## config.mk

```make
export PLATFORM = sky130hd
export DESIGN_NAME = vga_sync_gen
export DESIGN_NICKNAME = d
export VERILOG_FILES = /design/src/rtl/vga_sync_gen.sv
export SDC_FILE = /design/constraint.sdc
export NUM_CORES = 1
export LEC_CHECK = 0
export BUFFER_PORTS_ARGS = -buffer_cell sky130_fd_sc_hd__buf_2
export CORE_MARGIN = 3
export CORE_UTILIZATION = 60
export DETAILED_ROUTE_END_ITERATION = 7
export PLACE_DENSITY = 0.84
export SLEW_MARGIN = 30
export SYNTH_ARGS = -nofsm -noshare
export SYNTH_HDL_FRONTEND = slang
export SYNTH_SLANG_ARGS = --single-unit
```

## constraint.sdc

```tcl
create_clock -name clk -period 5.3 [get_ports clk]
set_input_delay 0 -clock clk [delete_from_list [all_inputs] [get_ports clk]]
set_output_delay 0 -clock clk [all_outputs]
set_load 0.005 [all_outputs]
```

## src/rtl/vga_sync_gen.sv

```systemverilog
// VGA timing generator: pixel-enable driven horizontal/vertical counters with
// registered sync, visible-area and line/frame start outputs.
module vga_sync_gen #(
  parameter int H_VIS    = 640,
  parameter int H_FP     = 16,
  parameter int H_SYNC   = 96,
  parameter int H_BP     = 48,
  parameter int V_VIS    = 480,
  parameter int V_FP     = 10,
  parameter int V_SYNC   = 2,
  parameter int V_BP     = 33,
  parameter int SYNC_POL = 0
) (
  input  logic       clk,
  input  logic       reset,
  input  logic       pix_en,
  output logic       hsync,
  output logic       vsync,
  output logic       video_on,
  output logic [9:0] pixel_x,
  output logic [9:0] pixel_y,
  output logic       line_start,
  output logic       frame_start
);

  localparam int H_TOT = H_VIS + H_FP + H_SYNC + H_BP;
  localparam int V_TOT = V_VIS + V_FP + V_SYNC + V_BP;

  localparam logic [9:0]  H_MAX  = 10'(H_TOT - 1);
  localparam logic [9:0]  V_MAX  = 10'(V_TOT - 1);
  // 11-bit window bounds so a 1024-wide timing still compares correctly
  localparam logic [10:0] H_VEND = 11'(H_VIS);
  localparam logic [10:0] HS_BEG = 11'(H_VIS + H_FP);
  localparam logic [10:0] HS_END = 11'(H_VIS + H_FP + H_SYNC);
  localparam logic [10:0] V_VEND = 11'(V_VIS);
  localparam logic [10:0] VS_BEG = 11'(V_VIS + V_FP);
  localparam logic [10:0] VS_END = 11'(V_VIS + V_FP + V_SYNC);
  localparam logic        ACT    = (SYNC_POL != 0);

  logic [9:0] r_h_cnt;
  logic [9:0] r_v_cnt;
  logic       r_hsync;
  logic       r_vsync;
  logic       r_video_on;
  logic       r_line_start;
  logic       r_frame_start;

  logic       w_h_wrap;
  logic [9:0] w_h_nxt;
  logic [9:0] w_v_nxt;
  logic       w_hs_act;
  logic       w_vs_act;
  logic       w_vis;

  // Decode from the next counter values so outputs line up with the counters.
  always_comb begin
    w_h_wrap = (r_h_cnt == H_MAX);
    w_h_nxt  = w_h_wrap ? 10'd0 : r_h_cnt + 10'd1;
    w_v_nxt  = r_v_cnt;
    if (w_h_wrap) begin
      w_v_nxt = (r_v_cnt == V_MAX) ? 10'd0 : r_v_cnt + 10'd1;
    end
    w_hs_act = ({1'b0, w_h_nxt} >= HS_BEG) && ({1'b0, w_h_nxt} < HS_END);
    w_vs_act = ({1'b0, w_v_nxt} >= VS_BEG) && ({1'b0, w_v_nxt} < VS_END);
    w_vis    = ({1'b0, w_h_nxt} < H_VEND) && ({1'b0, w_v_nxt} < V_VEND);
  end

  always_ff @(posedge clk or negedge reset) begin
    if (!reset) begin
      r_h_cnt       <= H_MAX;
      r_v_cnt       <= V_MAX;
      r_hsync       <= ~ACT;
      r_vsync       <= ~ACT;
      r_video_on    <= 1'b0;
      r_line_start  <= 1'b0;
      r_frame_start <= 1'b0;
    end else begin
      r_line_start  <= 1'b0;
      r_frame_start <= 1'b0;
      if (pix_en) begin
        r_h_cnt       <= w_h_nxt;
        r_v_cnt       <= w_v_nxt;
        r_hsync       <= w_hs_act ? ACT : ~ACT;
        r_vsync       <= w_vs_act ? ACT : ~ACT;
        r_video_on    <= w_vis;
        r_line_start  <= (w_h_nxt == 10'd0);
        r_frame_start <= (w_h_nxt == 10'd0) && (w_v_nxt == 10'd0);
      end
    end
  end

  assign hsync       = r_hsync;
  assign vsync       = r_vsync;
  assign video_on    = r_video_on;
  assign pixel_x     = r_h_cnt;
  assign pixel_y     = r_v_cnt;
  assign line_start  = r_line_start;
  assign frame_start = r_frame_start;

endmodule
```

==> flow_metrics.env <==
export IMPL_pin_count_of_the_biggest_net_entering_global_routing=26
export IMPL_dp_cells=248
export IMPL_average_via_count_per_standard_cell=6.838
export IMPL_final_net_count=230
export IMPL_timing_worst_setup_path_type="register to register"
export IMPL_vdd_ir_drop_worst_mv=0.2986
export IMPL_grt_overflow=0
export IMPL_highest_layer="met4"
export IMPL_clock_insertion_delay_worst_skew_ps=320
export IMPL_first_global_vias=1594
export IMPL_worst_slew_pin_transition_ps=539.2
export IMPL_synth_async_reset_ratio=1.000
export IMPL_die_h_um=61.29
export IMPL_worst_setup_hold_path_clk_slew_ps=140
export IMPL_slew_limit_headroom=0.6398
export IMPL_drcViolationCount=0
export IMPL_fin_hold_ws_ps=98.95
export IMPL_holdCritPathClass="input pin to register"
export IMPL_synth_edf_count=0
export IMPL_routabilityCongestion=0.9652
export IMPL_synth_cell_type_count=53
export IMPL_synth_warning_count=0
export IMPL_hold_viol_final=0
export IMPL_placement_io_buffers=27
export IMPL_core_um2=2829
export IMPL_slowest_stage="dfstp_2"
export IMPL_synth_fp_nets=213
export IMPL_htreeDepth=1
export IMPL_synth_cells=206
export IMPL_routed_wl_um=4369
export IMPL_detailedPlacementHpwl_um=3182
export IMPL_grt_pass1_wl_um=7424
export IMPL_max_freq_ghz=0.3948
export IMPL_drt_iter0_drc=107
export IMPL_worst_slack_ps=2767
export IMPL_met2_length_um=2031
export IMPL_num_vias=1730
export IMPL_synth_top_area_frac=0.1774
export IMPL_slew_viol_final=0
export IMPL_synth_area_leader_cell="dfrtp_1"
export IMPL_yosys_register_bits=25
export IMPL_pin_count=28
export IMPL_antenna_left=0
export IMPL_worstPathArrival_ps=2770
export IMPL_post_layout_nonfiller_instances=253
export IMPL_skew_ps=15.76
export IMPL_synth_seq_area_share=0.3492
export IMPL_postSynth_topFlopCell="dfrtp_1"
export IMPL_drt_pass1_iter_count=5
export IMPL_total_cts_buffers=3
export IMPL_mapped_area_um2=1834
export IMPL_detail_routed_net_length_per_standard_cell_um=17.27
export IMPL_synth_area_leaders="dfrtp_1, dfstp_2, xnor2_1"
export IMPL_fp_dieW_um=61.29
export IMPL_max_stage_delay_ps=610
export IMPL_flow_area_growth_from_synthesis_pct=7.299
export IMPL_power_leakage_nw=0.7946
export IMPL_die_area_um2=3756
export IMPL_pre_cts_slack_ps=2825
export IMPL_avgSynthCellArea_um2=8.904
export IMPL_cp_required_ps=5540
export IMPL_post_route_cells_drive_above_1_share=0.2523
export IMPL_initial_cell_density_of_the_core=0.6484
export IMPL_wl_met1_um=1892
export IMPL_tritoncts="done"
export IMPL_final_period_utilization=0.4779
export IMPL_clock_tree_buffer_depth=2
export IMPL_crit_path_cell_trace="ha_1, and4_1, a41oi_1, nor3_1, o211ai_1, nor4b_2"
export IMPL_outcome="finished, final reports clean"
export IMPL_critical_path_startpoint_type="register"
export IMPL_combined_global_route_utilization_of_all_metal_layers=0.2592
export IMPL_rows=19
export IMPL_cts_sink_count=25
export IMPL_power_per_cell_area_nw_per_um2=405.2
export IMPL_antenna_violations_before_repair=0
export IMPL_root_buffer="clkbuf_4"
export IMPL_final_period_minus_worst_setup_slack_ps=2533
export IMPL_fin_tns_setup_ps=0
export IMPL_final_setup_viol_count=0
export IMPL_num_antenna_cells=0
export IMPL_fill_cells=236
export IMPL_worstPathMaxFanout=12
export IMPL_met3RoutedLength_um=359
export IMPL_cts_setup_buffers=0
export IMPL_crit_path_end_kind="register"
export IMPL_maxCapViolCount=0
export IMPL_rsz_0062_raised_after_global_routing="no"
synth_stat cells (all sizes together), types with 3 or more instances:
cell type and number:
a31oi 3, o211ai 3, nand4 9, ha 4, clkbuf 8, nor4b 4
nor2 14, inv 10, a21oi 8, nor4 5, buf 8, and4 3
nor3b 3, xnor2 13, o21ai 5, nand2 16, and3 5, dfstp 12
nor3 7, mux2 3, dfrtp 13, nand3 14, a211oi 3
per-layer routing:
| layer | vias to the layer above | global-route usage |
|---|---|---|
| li1 | 796 | - |
| met1 | 815 | 0.3638 |
| met2 | 103 | 0.4154 |
| met3 | 16 | 0.03564 |
| met4 | 0 | 0.07740 |
| met5 | - | 0 |
layout make-up:
type | instances | area, um^2 | area share
Clock buffer | 4 | 26.28 | 0.01335
Timing Repair Buffer | 28 | 145.1 | 0.07374
Tap cell | 31 | 38.79 | 0.01971
Multi-Input combinational cell | 155 | 1080 | 0.5486
Sequential cell | 25 | 640.6 | 0.3255
Inverter | 10 | 37.54 | 0.01907
cells in the final DEF (no fill, tap or decap), drive strengths merged, types with 3 or more instances in the layout:
master,n
buf,27
nand2,16
nor2,14
nand3,14
xnor2,13
dfrtp,13
dfstp,12
inv,10
nand4,9
a21oi,8
nor3,7
o21ai,5
and3,5
nor4,5
ha,4
clkbuf,4
nor4b,4
and4,3
mux2,3
o211ai,3
a211oi,3
a31oi,3
nor3b,3
final timing paths:
path | depth (start not counted) | start | endpoint | slack [ps]
max reg2reg | 6 | pixel_x[0] | frame_start | 2770
max | 6 | pixel_x[0] | frame_start | 2770
min in group asynchronous | 2 | reset | pixel_y[8] | 160
min reg2reg | 2 | hsync | hsync | 500
min | 3 | pix_en | pixel_x[8] | 100
max in group asynchronous | 2 | reset | pixel_y[3] | 4750
report_power, final:
| part | internal [mW] | switching, mW |
|---|---|---|
| clock | 0.0294 | 0.0574 |
| sequential | 0.253 | 0.115 |
| combinational | 0.158 | 0.184 |
| total | 0.441 | 0.357 |
state kept, by name, indices dropped and copies added (netlist names):
signal and cells:
frame_start 1, video_on 1, vsync 1, hsync 1, pixel_y 10, pixel_x 10, line_start 1
per-stage QoR:
| step | area [um^2] | utilization | total power [mW] |
|---|---|---|---|
| 3_3_place_gp | 1932 | 0.6829 | 0.6862 |
| 5_1_grt | 1968 | 0.6957 | 0.8636 |
| 4_1_cts | 1968 | 0.6957 | 0.7954 |
| 6_report | 1968 | 0.6957 | 0.7974 |
| 2_1_floorplan | 1834 | - | 0.6128 |
| 3_5_place_dp | 1932 | 0.6829 | 0.7047 |
cells by family (layout without fill, tap and decap cells):
group	after synthesis	in the layout	synth area share
AND/OR/NAND/NOR	91	91	0.3036
adder cells (fa/ha/maj)	4	4	0.02729
AO/OA/AOI/OAI	40	40	0.1569
flip-flops	25	25	0.3492
buffers and inverters	26	42	0.06207
multiplexers	5	5	0.02933
XOR/XNOR	15	15	0.07163
worst max-delay path, delay by kind of cell (launching register included):
kind,cells,cell delay [ps]
fa+ha+maj,1,290
flops,1,610
simple gates,3,1200
compound gates,2,350
timing repair:
action	CTS	global route
gates resized for setup	0	0
hold buffers	1	0
endpoints found under the hold margin	15	0
(Power assumes the default switching activity.)
